[config.mk]
export PLATFORM = sky130hd
export DESIGN_NAME = crc_scrambler_flat
export DESIGN_NICKNAME = d
export VERILOG_FILES = /design/src/rtl/crc_scrambler_pkg.sv /design/src/rtl/crc_scrambler_if.sv /design/src/rtl/sata_scr_lfsr.sv /design/src/rtl/crc_scrambler.sv /design/src/flat_wrapper.sv
export SDC_FILE = /design/constraint.sdc
export NUM_CORES = 1
export LEC_CHECK = 0
export ABC_AREA = 0
export CORE_MARGIN = 4
export CORE_UTILIZATION = 52
export DETAILED_ROUTE_END_ITERATION = 10
export HOLD_SLACK_MARGIN = 0.05
export PLACE_DENSITY = 0.79
export SLEW_MARGIN = 30
export SYNTH_ARGS = -nofsm -noshare
export SYNTH_HDL_FRONTEND = slang
export SYNTH_SLANG_ARGS = --single-unit
[constraint.sdc]
create_clock -name clk_75m -period 2.15 [get_ports clk_75m]
set_input_delay 0.3225 -clock clk_75m [delete_from_list [all_inputs] [get_ports clk_75m]]
set_output_delay 0.3225 -clock clk_75m [all_outputs]
set_load 0.1 [all_outputs]
[src/rtl/crc_scrambler_pkg.sv]
// SATA link-layer constants and helpers.
// CRC32 / scrambler column tables for the parallel datapaths.
package crc_scrambler_pkg;

  localparam logic [31:0] SATA_CRC_INIT = 32'h5232_5032;
  localparam logic [31:0] SATA_CRC_POLY = 32'h04C1_1DB7;

  // x^16 + x^15 + x^13 + x^4 + 1, x^16 implicit
  localparam logic [15:0] SCR_POLY  = 16'hA011;
  localparam logic [15:0] SCR_SEED  = 16'hFFFF;
  localparam logic [31:0] SCR_WORD0 = 32'hC2D2_768D;

  typedef enum logic [31:0] {
    P_ALIGN = 32'h7B4A_4ABC,
    P_SOF   = 32'h3737_B57C,
    P_EOF   = 32'hD5D5_B57C
  } sata_prim_e;

  typedef logic [31:0][31:0] mat32_t;
  typedef logic [15:0][31:0] scr_wmat_t;
  typedef logic [15:0][15:0] scr_smat_t;

  function automatic logic [31:0] crc_step32(
    input logic [31:0] crc,
    input logic [31:0] data,
    input logic [31:0] poly
  );
    logic [31:0] c;
    logic        fb;
    c = crc;
    for (int i = 31; i >= 0; i--) begin
      fb = c[31] ^ data[i];
      c  = {c[30:0], 1'b0} ^ (fb ? poly : 32'h0);
    end
    return c;
  endfunction

  // column j = contribution of crc[j] (or data[j]) alone
  function automatic mat32_t crc_cols(
    input logic [31:0] poly,
    input logic        on_data
  );
    mat32_t m;
    for (int j = 0; j < 32; j++) begin
      if (on_data)
        m[j] = crc_step32(32'h0, 32'h1 << j, poly);
      else
        m[j] = crc_step32(32'h1 << j, 32'h0, poly);
    end
    return m;
  endfunction

  function automatic logic [31:0] mul32(
    input mat32_t      m,
    input logic [31:0] v
  );
    logic [31:0] r;
    r = '0;
    for (int j = 0; j < 32; j++)
      if (v[j]) r = r ^ m[j];
    return r;
  endfunction

  // 32 Galois steps; output bit i is state[15] before step i
  function automatic logic [31:0] scr_word32(
    input logic [15:0] s
  );
    logic [15:0] st;
    logic [31:0] w;
    st = s;
    for (int i = 0; i < 32; i++) begin
      w[i] = st[15];
      st = {st[14:0], 1'b0} ^ (st[15] ? SCR_POLY : 16'h0);
    end
    return w;
  endfunction

  function automatic logic [15:0] scr_state32(
    input logic [15:0] s
  );
    logic [15:0] st;
    st = s;
    for (int i = 0; i < 32; i++)
      st = {st[14:0], 1'b0} ^ (st[15] ? SCR_POLY : 16'h0);
    return st;
  endfunction

  function automatic scr_wmat_t scr_wcols();
    scr_wmat_t m;
    for (int j = 0; j < 16; j++)
      m[j] = scr_word32(16'h1 << j);
    return m;
  endfunction

  function automatic scr_smat_t scr_scols();
    scr_smat_t m;
    for (int j = 0; j < 16; j++)
      m[j] = scr_state32(16'h1 << j);
    return m;
  endfunction

  function automatic logic [31:0] mul16x32(
    input scr_wmat_t   m,
    input logic [15:0] v
  );
    logic [31:0] r;
    r = '0;
    for (int j = 0; j < 16; j++)
      if (v[j]) r = r ^ m[j];
    return r;
  endfunction

  function automatic logic [15:0] mul16(
    input scr_smat_t   m,
    input logic [15:0] v
  );
    logic [15:0] r;
    r = '0;
    for (int j = 0; j < 16; j++)
      if (v[j]) r = r ^ m[j];
    return r;
  endfunction

endpackage

[src/rtl/crc_scrambler_if.sv]
// Dword bus between the link FIFO side and crc_scrambler.
// Master feeds Dwords, slave returns CRC and scrambler word.
interface crc_scrambler_if;
  logic        data_valid;
  logic [31:0] data_in;
  logic [31:0] crc_out;
  logic [31:0] scrambler;

  modport master (
    output data_valid,
    output data_in,
    input  crc_out,
    input  scrambler
  );

  modport slave (
    input  data_valid,
    input  data_in,
    output crc_out,
    output scrambler
  );
endinterface

[src/rtl/sata_scr_lfsr.sv]
// SATA scrambler: 16-bit Galois LFSR, 32 steps per Dword.
// word holds the scrambler word for the current Dword.
module sata_scr_lfsr
  import crc_scrambler_pkg::*;
#(
  parameter logic [31:0] FIRST_WORD = SCR_WORD0,
  parameter logic [15:0] SEED       = SCR_SEED
) (
  input  logic        clk_75m,
  input  logic        restart,
  input  logic        advance,
  output logic [31:0] word
);

  // FIRST_WORD is the output of SEED; state then sits one word ahead
  localparam logic [15:0] STATE1 = scr_state32(SEED);
  localparam scr_wmat_t   W_M    = scr_wcols();
  localparam scr_smat_t   S_M    = scr_scols();

  logic [15:0] state_q;
  logic [15:0] state_d;
  logic [31:0] word_q;
  logic [31:0] word_d;

  // parallel 32-step output and next-state matrices
  always_comb begin
    word_d  = mul16x32(W_M, state_q);
    state_d = mul16(S_M, state_q);
  end

  // restart wins; otherwise step once per accepted Dword
  always_ff @(posedge clk_75m) begin
    if (restart) begin
      state_q <= STATE1;
      word_q  <= FIRST_WORD;
    end else if (advance) begin
      state_q <= state_d;
      word_q  <= word_d;
    end
  end

  assign word = word_q;

endmodule

[src/rtl/crc_scrambler.sv]
// SATA link CRC32 and scrambler word generator.
// Both sequences restart together on crc_rst.
module crc_scrambler
  import crc_scrambler_pkg::*;
#(
  parameter logic [31:0] CRC_INIT  = SATA_CRC_INIT,
  parameter logic [31:0] CRC_POLY  = SATA_CRC_POLY,
  parameter logic [31:0] SCR_FIRST = SCR_WORD0
) (
  input  logic          clk_75m,
  input  logic          crc_rst,
  crc_scrambler_if.slave bus
);

  localparam mat32_t CRC_MC = crc_cols(CRC_POLY, 1'b0);
  localparam mat32_t CRC_MD = crc_cols(CRC_POLY, 1'b1);

  logic [31:0] crc_q;
  logic [31:0] crc_d;

  // one Dword of MSB-first CRC as a linear XOR matrix
  always_comb begin
    crc_d = mul32(CRC_MC, crc_q)
          ^ mul32(CRC_MD, bus.data_in);
  end

  // restart beats accept; idle holds
  always_ff @(posedge clk_75m) begin
    if (crc_rst)
      crc_q <= CRC_INIT;
    else if (bus.data_valid)
      crc_q <= crc_d;
  end

  assign bus.crc_out = crc_q;

  sata_scr_lfsr #(
    .FIRST_WORD (SCR_FIRST)
  ) u_scr (
    .clk_75m (clk_75m),
    .restart (crc_rst),
    .advance (bus.data_valid),
    .word    (bus.scrambler)
  );

endmodule

[src/flat_wrapper.sv]
// flat-port wrapper written by rule: the top's interface ports become plain ports
module crc_scrambler_flat import crc_scrambler_pkg::*;
#(
  parameter logic [31:0] CRC_INIT  = SATA_CRC_INIT,
  parameter logic [31:0] CRC_POLY  = SATA_CRC_POLY,
  parameter logic [31:0] SCR_FIRST = SCR_WORD0
)
  (clk_75m, crc_rst, bus_data_valid, bus_data_in, bus_crc_out, bus_scrambler);
  crc_scrambler_if bus_i ();
  input  logic clk_75m;
  input  logic crc_rst;
  input wire logic [$bits(bus_i.data_valid)-1:0] bus_data_valid;
  input wire logic [$bits(bus_i.data_in)-1:0] bus_data_in;
  output wire logic [$bits(bus_i.crc_out)-1:0] bus_crc_out;
  output wire logic [$bits(bus_i.scrambler)-1:0] bus_scrambler;
  assign bus_i.data_valid = bus_data_valid;
  assign bus_i.data_in = bus_data_in;
  assign bus_crc_out = bus_i.crc_out;
  assign bus_scrambler = bus_i.scrambler;
  crc_scrambler #(.CRC_INIT(CRC_INIT), .CRC_POLY(CRC_POLY), .SCR_FIRST(SCR_FIRST)) u_core (.clk_75m(clk_75m), .crc_rst(crc_rst), .bus(bus_i));
endmodule
# [After elaboration in Yosys (flattened, before gate mapping)]
# Cells that the tools add are included.
[classes] bitwise_logic=93 muxes=96
[op_table] cell="$mux 32" count=35
[op_table] cell="$mux 31" count=15
[op_table] cell="$mux 30" count=10
[op_table] cell="$not 13->13" count=19
[op_table] cell="$mux 29" count=7
[op_table] cell="$mux 28" count=5
[op_table] cell="$not 13->14" count=10
[op_table] cell="$not 15->15" count=9
[op_table] cell="$mux 16" count=8
[op_table] cell="$not 16->16" count=7
[op_table] cell="$mux 27" count=4
[op_table] cell="$not 12->12" count=9
[op_table] cell="$not 11->11" count=9
[op_table] cell="$not 18->18" count=5
[op_table] cell="$not 17->17" count=4
[op_table] cell="$mux 26" count=2
[op_table] cell="$mux 25" count=2
[op_table] cell="$mux 15" count=3
[op_table] cell="$not 14->14" count=3
[op_table] cell="$not 20->20" count=2
[op_table] cell="$not 9->9" count=4
[op_table] cell="$xor 32x32->32" count=1
[op_table] cell="$not 10->10" count=3
[op_table] cell="$mux 14" count=2
[op_table] cell="other kinds (7)" count=11
[totals] inputBits=35 regBits=80

# [Depth between registers and ports, before layout]
# Gate-level depths: netlist (run 1).
[logic_depth] ltp_word=64 ltp_mapped=7 mapped_depth_nobuf=6

# [Cells and area by module]
# From an unflattened synthesis (run 1), not the netlist that was laid out.
[unflattened] hier_cells=835 hier_area_um2=8484.4
[by_module_without_submodules] module="crc_scrambler" area_per_inst_um2=5388.9 cells_each=514 seq_area_each_um2=640.6 instances=1
[by_module_without_submodules] module="sata_scr_lfsr" area_per_inst_um2=3095.5 cells_each=321 seq_area_each_um2=880.8 instances=1

# [Least setup slack after synthesis (run 1)]
# Ideal clock, no wire load.
[synth_timing] path_type="register to register" from="register u_core.crc_q[8], in the netlist u_core.bus.crc_out[8]" to="register u_core.crc_q[30], in the netlist u_core.bus.crc_out[30]" path_buffers=1 stages_incl_launch_ff=8 t_arrival_ns=2.973 period_less_slack_ns=3.110 setup_ns=0.137 required_ns=2.013 setup_slack_ns=-0.960 cell_sequence="dfxtp_1 -> buf_2 -> xnor3_1 -> xor2_1 -> xnor3_2 -> xnor3_1 -> a211oi_1 -> a31oi_1"
[synth_between] elab_chain_cells=27
[synth_rtl] item="start: declaration" line_no="crc_scrambler.sv:18" rtl="logic [31:0] crc_q;"
[synth_rtl] item="start signal: assignment" line_no="crc_scrambler.sv:32" rtl="crc_q <= crc_d;"
[synth_rtl] item="$mux 32 * (2 in series)" line_no="crc_scrambler_pkg.sv:60" rtl="if (v[j]) r = r ^ m[j];"
[synth_rtl] item="$not 11->11 (no line)"
[synth_rtl] item="$mux 31 *" line_no="crc_scrambler_pkg.sv:60"
[synth_rtl] item="$mux 32 *" line_no="crc_scrambler_pkg.sv:60"
[synth_rtl] item="$not 12->12 (no line)"
[synth_rtl] item="$mux 31 *" line_no="crc_scrambler_pkg.sv:60"
[synth_rtl] item="$mux 32 *" line_no="crc_scrambler_pkg.sv:60"
[synth_rtl] item="$not 13->13 (no line)"
[synth_rtl] item="(+9 left out)"
[synth_rtl] item="$mux 32 *" line_no="crc_scrambler_pkg.sv:60"
[synth_rtl] item="$not 17->17 (no line)"
[synth_rtl] item="$mux 32 *" line_no="crc_scrambler_pkg.sv:60"
[synth_rtl] item="$not 18->18 (no line)"
[synth_rtl] item="$mux 32 *" line_no="crc_scrambler_pkg.sv:60"
[synth_rtl] item="$not 13->13 (no line)"
[synth_rtl] item="$mux 32 * (2 in series)" line_no="crc_scrambler_pkg.sv:60"
[synth_rtl] item="$xor 32x32->32 *" line_no="crc_scrambler.sv:24" rtl="^ mul32(CRC_MD, bus.data_in);"
# Every way passes the cells marked *; elsewhere a longest branch is shown, timed or not.
# A chain may end at the register's enable or synchronous reset.

# [Worst setup path in the final report (run 1)]
[layout_timing] from="register u_core.crc_q[24], in the netlist u_core.bus.crc_out[24]" to="register u_core.crc_q[21], in the netlist u_core.bus.crc_out[21]"
[layout_between] elab_chain_cells=13
[layout_rtl] item="$mux 32 * (2 in series)" line_no="crc_scrambler_pkg.sv:60"
[layout_rtl] item="$not 16->16 (no line)"
[layout_rtl] item="$mux 31 *" line_no="crc_scrambler_pkg.sv:60"
[layout_rtl] item="$not 16->16 (no line)"
[layout_rtl] item="$mux 32 * (2 in series)" line_no="crc_scrambler_pkg.sv:60"
[layout_rtl] item="$not 18->18 (no line)"
[layout_rtl] item="$mux 32 * (2 in series)" line_no="crc_scrambler_pkg.sv:60"
[layout_rtl] item="$not 18->18 (no line)"
[layout_rtl] item="$mux 32 *" line_no="crc_scrambler_pkg.sv:60"
[layout_rtl] item="$xor 32x32->32 *" line_no="crc_scrambler.sv:24"
# Marked as above.

==> reports/metrics.csv, run 1 <==
metric;value;unit
status;finished clean;
CP top delay family;XOR/XNOR gates;
Register Area;1640;sq um
Synth Warn #;0;
synthesized net count;812;
Final Hold Fails;0;
largest net degree at the start of global routing;108;
CTS tree;yes;
drt first pass iters;5;
FMAX;470;MHz
met1 GRT Util;0.409;
Final setup viols;0;
CP required;2390;ps
Synth area leaders;xnor2_1 34%, dfxtp_1 20%, xnor3_1 13%, xor2_1 10%, a211oi_1 3.1%;
CTS Buffer Depth;2;
EDFF count, synth;0;
Hold Startpoint;crc_rst;
dpl hpwl;21.8;mm
CP endpoint kind;register;
hold endpoint;u_core.u_scr.state_q[13];
Final Wtd Congestion;1.03;
sequential area share after synthesis;0.198;
average vias per placed instance;5.32;
layer carrying the most global-route usage;met2;
distinct cell type count after synthesis;31;
Worst R2R Path Depth;8;
Main synth FF type;dfxtp_1;
TritonCTS Buffers;9;
# clock sinks;76;
Mapped Cells;777;
Area Growth Syn to Fin;50.8;%
PortBufs;98;
area of the die;16800;sq um
nets;1085;
Initial DRC Count;408;
overall via count from detail_route;6590;
critical path buffer and inverter count;2;
chip height;130;um
CTS clk-pin slew, worst paths;60;ps
worst skew pair latency;350;ps
top cell type's share of synthesized area;0.336;
post-layout minimum cycle time;2130;ps
clk root buf;clkbuf_16;
starting density of the core;0.531;
RSZ-0062 raised after global routing;yes;
Post-synth top cells;295 x xnor2_1, 92 x xor2_1, 76 x dfxtp_1, 57 x nor2_1, 45 x xnor3_1;
diode count;0;
global-route wire length before repair;41.2;mm
Fillers;894;
Routed Antenna Nets;0;
hold_buf cts;0;
Die X;130;um
FF-to-FF End;u_core.bus.crc_out[21];
Hold WS;463;ps
CP Launch Type;register;
antenna violations before repair;1;
Arrival @ worst endpoint;2360;ps
Final Slew Violations;0;
number of global-route vias before repair;6843;
multi-input logic area;6700;sq um
drt drc;0;
origin of the worst setup path;u_core.bus.crc_out[24];
Seq cells post-synth;76;
Core ar.;14500;sq um
Avg Inst Size Synth;9.89;sq um
number of I/O pins;99;
Hold Path Stages;3;
count leader, synth;xnor2_1;
Clock Skew;13.2;ps
Reg2Reg Setup Slack;20;ps
Slowest cell on crit path;dfxtp_4;
Worst Hold Class;input port to register;
Crit Path Category;register to register;
R2R Path Start;u_core.bus.crc_out[24];
share of post-route cells with drive strength above 1;0.434;
GR Overflow Total;0;
Async SR Flop Fraction;0;
post-layout util;0.800;
Crit Path Max Fanout;5;
final worst-path cycle share;0.989;
total track usage;0.337;
worst slew pin tran;680;ps
max incr delay on CP;400;ps
# rows;44;
Netlist Area Pre-Place;7690;sq um
WL/cell;22.7;um
WL final;28.1;mm
grt met2 use;0.558;
post-synth top area cell;xnor2_1;
met3 Usage GRT;0.0754;
Slew HR;0.545;
Max Cap Viol;0;
crit-path cells;buf_12, xor2_4, xnor2_2, buf_4, xnor2_1, xnor2_1, xnor2_2, a211o_1;
htree depth;3;
## per-stage QoR
stage	cells	area (sq um)	TNS, ps	worst slack, ps
global placement	1193	10300	-16250	-713
global route	1239	11600	-210	-64.4
floorplan	777	8100	-117	-46.8
finish	1239	11600	0	23.4
CTS	1227	11300	-37.3	-11.9
detailed placement	1193	10300	-16450	-661
## registers in the layout, summed over array words and instances, names as in the netlist
| signal | cells |
|---|---|
| u_core.bus.crc_out | 32 |
| u_core.u_scr.state_q | 16 |
| u_core.u_scr.word | 28 |
## worst max-delay path by stage
stage                                         to  slack [ps]  depth (start not counted)
after floorplan            u_core.bus.crc_out[5]         -50                          7
after global placement    u_core.bus.crc_out[12]        -710                          8
after detailed placement  u_core.bus.crc_out[12]        -660                          8
after CTS                  u_core.bus.crc_out[2]         -10                          6
after global routing      u_core.bus.crc_out[12]         -60                          7
final                     u_core.bus.crc_out[21]          20                          8
## cells in the final DEF, fill, tap and decap left out, types with 8 or more instances in the layout
| master | n |
|---|---|
| o21bai_1 | 11 |
| and3_1 | 8 |
| dlygate4sd2_1 | 20 |
| xnor2_2 | 54 |
| a21oi_1 | 17 |
| nor3_1 | 8 |
| buf_4 | 282 |
| xor2_4 | 8 |
| a211oi_1 | 29 |
| xnor3_1 | 39 |
| dfxtp_4 | 32 |
| buf_6 | 11 |
| a211o_1 | 16 |
| dfxtp_1 | 44 |
| clkbuf_16 | 10 |
| nor2_1 | 57 |
| xnor2_4 | 19 |
| xor2_2 | 14 |
| xnor2_1 | 235 |
| xor2_1 | 76 |
## cells by family (layout without fill, tap and decap cells)
family / after synthesis / after routing / synth area share
AO/OA/AOI/OAI: 81 / 81 / 0.0749
XOR/XNOR: 455 / 455 / 0.631
buffers and inverters: 73 / 351 / 0.0420
flip-flops: 76 / 76 / 0.198
multiplexers: 2 / 2 / 0.00260
AND/OR/NAND/NOR: 90 / 90 / 0.0513
## worst register-to-register path, stage by stage (launching register included)
cell and delay [ps]:
dfxtp_4 400, buf_12 150, xor2_4 180, xnor2_2 290, buf_4 190, xnor2_1 80
xnor2_1 250, xnor2_2 170, a211o_1 310
## metal layers
metal,share of wire,up-vias
li1,-,3032
met1,0.38,3184
met2,0.48,291
met3,0.075,81
met4,0.055,2
met5,0.00028,-
## area by class of cell
class	instances	share of cell area
clock buffer	11	0.0228
tap	184	0.0199
multi-input combinational	628	0.578
inverter	2	0.000648
clock inverter	5	0.00486
sequential	76	0.142
timing repair buffer	333	0.232
## repair_timing
item / CTS / global route
gates resized for setup: 93 / 41
buffers inserted: 21 / 12
endpoints found under the hold margin: 0 / 0
pin swaps: 43 / 34
setup endpoints to repair: 31 / 25
Power of run 1 is left out: the tool's default activity adds up to more than one toggle a clock period on the data nets, which glitch-free logic cannot reach.
==> inputs of run 2 (changes only) <==
--- a/config.mk
+++ b/config.mk
@@ -7,11 +7,13 @@
 export LEC_CHECK = 0
 export ABC_AREA = 0
 export CORE_MARGIN = 4
-export CORE_UTILIZATION = 52
+export CORE_UTILIZATION = 53
+export CTS_BUF_LIST = sky130_fd_sc_hd__clkbuf_8
 export DETAILED_ROUTE_END_ITERATION = 10
 export HOLD_SLACK_MARGIN = 0.05
-export PLACE_DENSITY = 0.79
+export PLACE_DENSITY = 0.8
 export SLEW_MARGIN = 30
 export SYNTH_ARGS = -nofsm -noshare
 export SYNTH_HDL_FRONTEND = slang
 export SYNTH_SLANG_ARGS = --single-unit
+export TNS_END_PERCENT = 1
==> run 2 against run 1 <==
Net effect: the run now ends with negative setup slack left; clock-buffer cell count fell by 1; via count up 0.83%; register-to-register slack got worse by 110 ps; core utilization up 2.0 points; largest cell class unchanged.
==> reports/metrics.csv, run 2 (synthesized netlist as in run 1, its figures left out) <==
metric;value;unit
origin of the worst setup path;u_core.bus.crc_out[30];
CP Launch Type;register;
largest net degree at the start of global routing;108;
starting density of the core;0.547;
nets;1091;
# rows;43;
placed cell count;1197;
average vias per placed instance;5.35;
Crit Path Max Fanout;8;
Slew HR;0.493;
CTS Buffer Depth;2;
PortBufs;98;
Hold WS;217;ps
global-route wire length before repair;40.2;mm
Largest register FFs;32;
worst slew pin tran;757;ps
violated checks;negative setup slack;
TritonCTS Buffers;9;
hold_buf cts;0;
htree depth;3;
Crit Path Category;register to register;
worst slack, placed;-626;ps
Final Hold Fails;0;
share of post-route cells with drive strength above 1;0.429;
Worst Hold Class;input port to register;
number of global-route vias before repair;6550;
RSZ-0062 raised after global routing;yes;
Final WS setup;-84.3;ps
CTS tree;yes;
WL/cell;22.7;um
overall via count from detail_route;6645;
Fillers;820;
worst skew pair latency;380;ps
number of I/O pins;99;
Die X;128;um
total track usage;0.331;
most common cell after layout, fill and taps aside;buf_4;
Max Cap Viol;0;
commonest non-fill, non-tap cells in the layout;285 x buf_4, 241 x xnor2_1, 80 x xor2_1;
diode count;0;
WL final;28.1;mm
Hold Startpoint;crc_rst;
area of the die;16500;sq um
drt first pass iters;5;
final worst-path cycle share;1.04;
CP endpoint kind;register;
# clock sinks;76;
Final Non-Filler Cells;1241;
R2R Path Start;u_core.bus.crc_out[30];
post-layout minimum cycle time;2230;ps
Final Wtd Congestion;1.04;
Routed Antenna Nets;0;
Initial DRC Count;545;
chip height;128;um
Arrival @ worst endpoint;2540;ps
Area Growth Syn to Fin;49.9;%
Core ar.;14000;sq um
Clock Skew;18.2;ps
GR Overflow Total;0;
drt drc;0;
FMAX;448;MHz
Final Slew Violations;0;
status;finished, violations left;
CTS clk-pin slew, worst paths;100;ps
CP required;2450;ps
dpl hpwl;21.6;mm
clk root buf;clkbuf_8;
antenna violations before repair;0;
Final setup viols;13;
## run 2: what timing repair did
item / CTS / global route
pin swaps: 22 / 50
endpoints found under the setup margin: 29 / 30
resized for setup: 44 / 87
buffers inserted: 6 / 23
## run 2: layer usage
metal	part of all wire	global-route usage
met2	0.48	0.538
met5	0	0
met1	0.39	0.432
met4	0.053	0.143
met3	0.076	0.0635
## run 2: cell type report
class	instances	area [sq um]	area share
clock buffer	10	138	0.0119
clock inverter	6	88.8	0.00771
inverter	2	7.51	0.000652
multi-input combinational	628	6650	0.577
sequential	76	1640	0.142
tap	180	225	0.0196
timing repair buffer	339	2770	0.241
## run 2: worst max-delay path, stage by stage (launching register included)
cell and delay [ps]:
dfxtp_4 510, xnor2_2 170, xnor2_1 180, xnor3_1 460
xnor3_1 370, or3_1 320, a21oi_1 140
## run 2: path summary, 6_finish.rpt
check / to / slack [ps] / depth (start not counted)
min: u_core.u_scr.word[2] / 220 / 2
min reg2reg: u_core.u_scr.word[17] / 480 / 1
max: u_core.bus.crc_out[31] / -80 / 6
max reg2reg: u_core.bus.crc_out[31] / -80 / 6
## run 2: metrics by stage
step	utilization	area [sq um]	TNS (ps)
detailed placement	0.734	10300	-16310
floorplan	-	8010	-494
global route	0.820	11500	-1440
finish	0.820	11500	-534
global placement	0.734	10300	-15630
CTS	0.769	10800	-817
Power of run 2 is left out for the same reason.
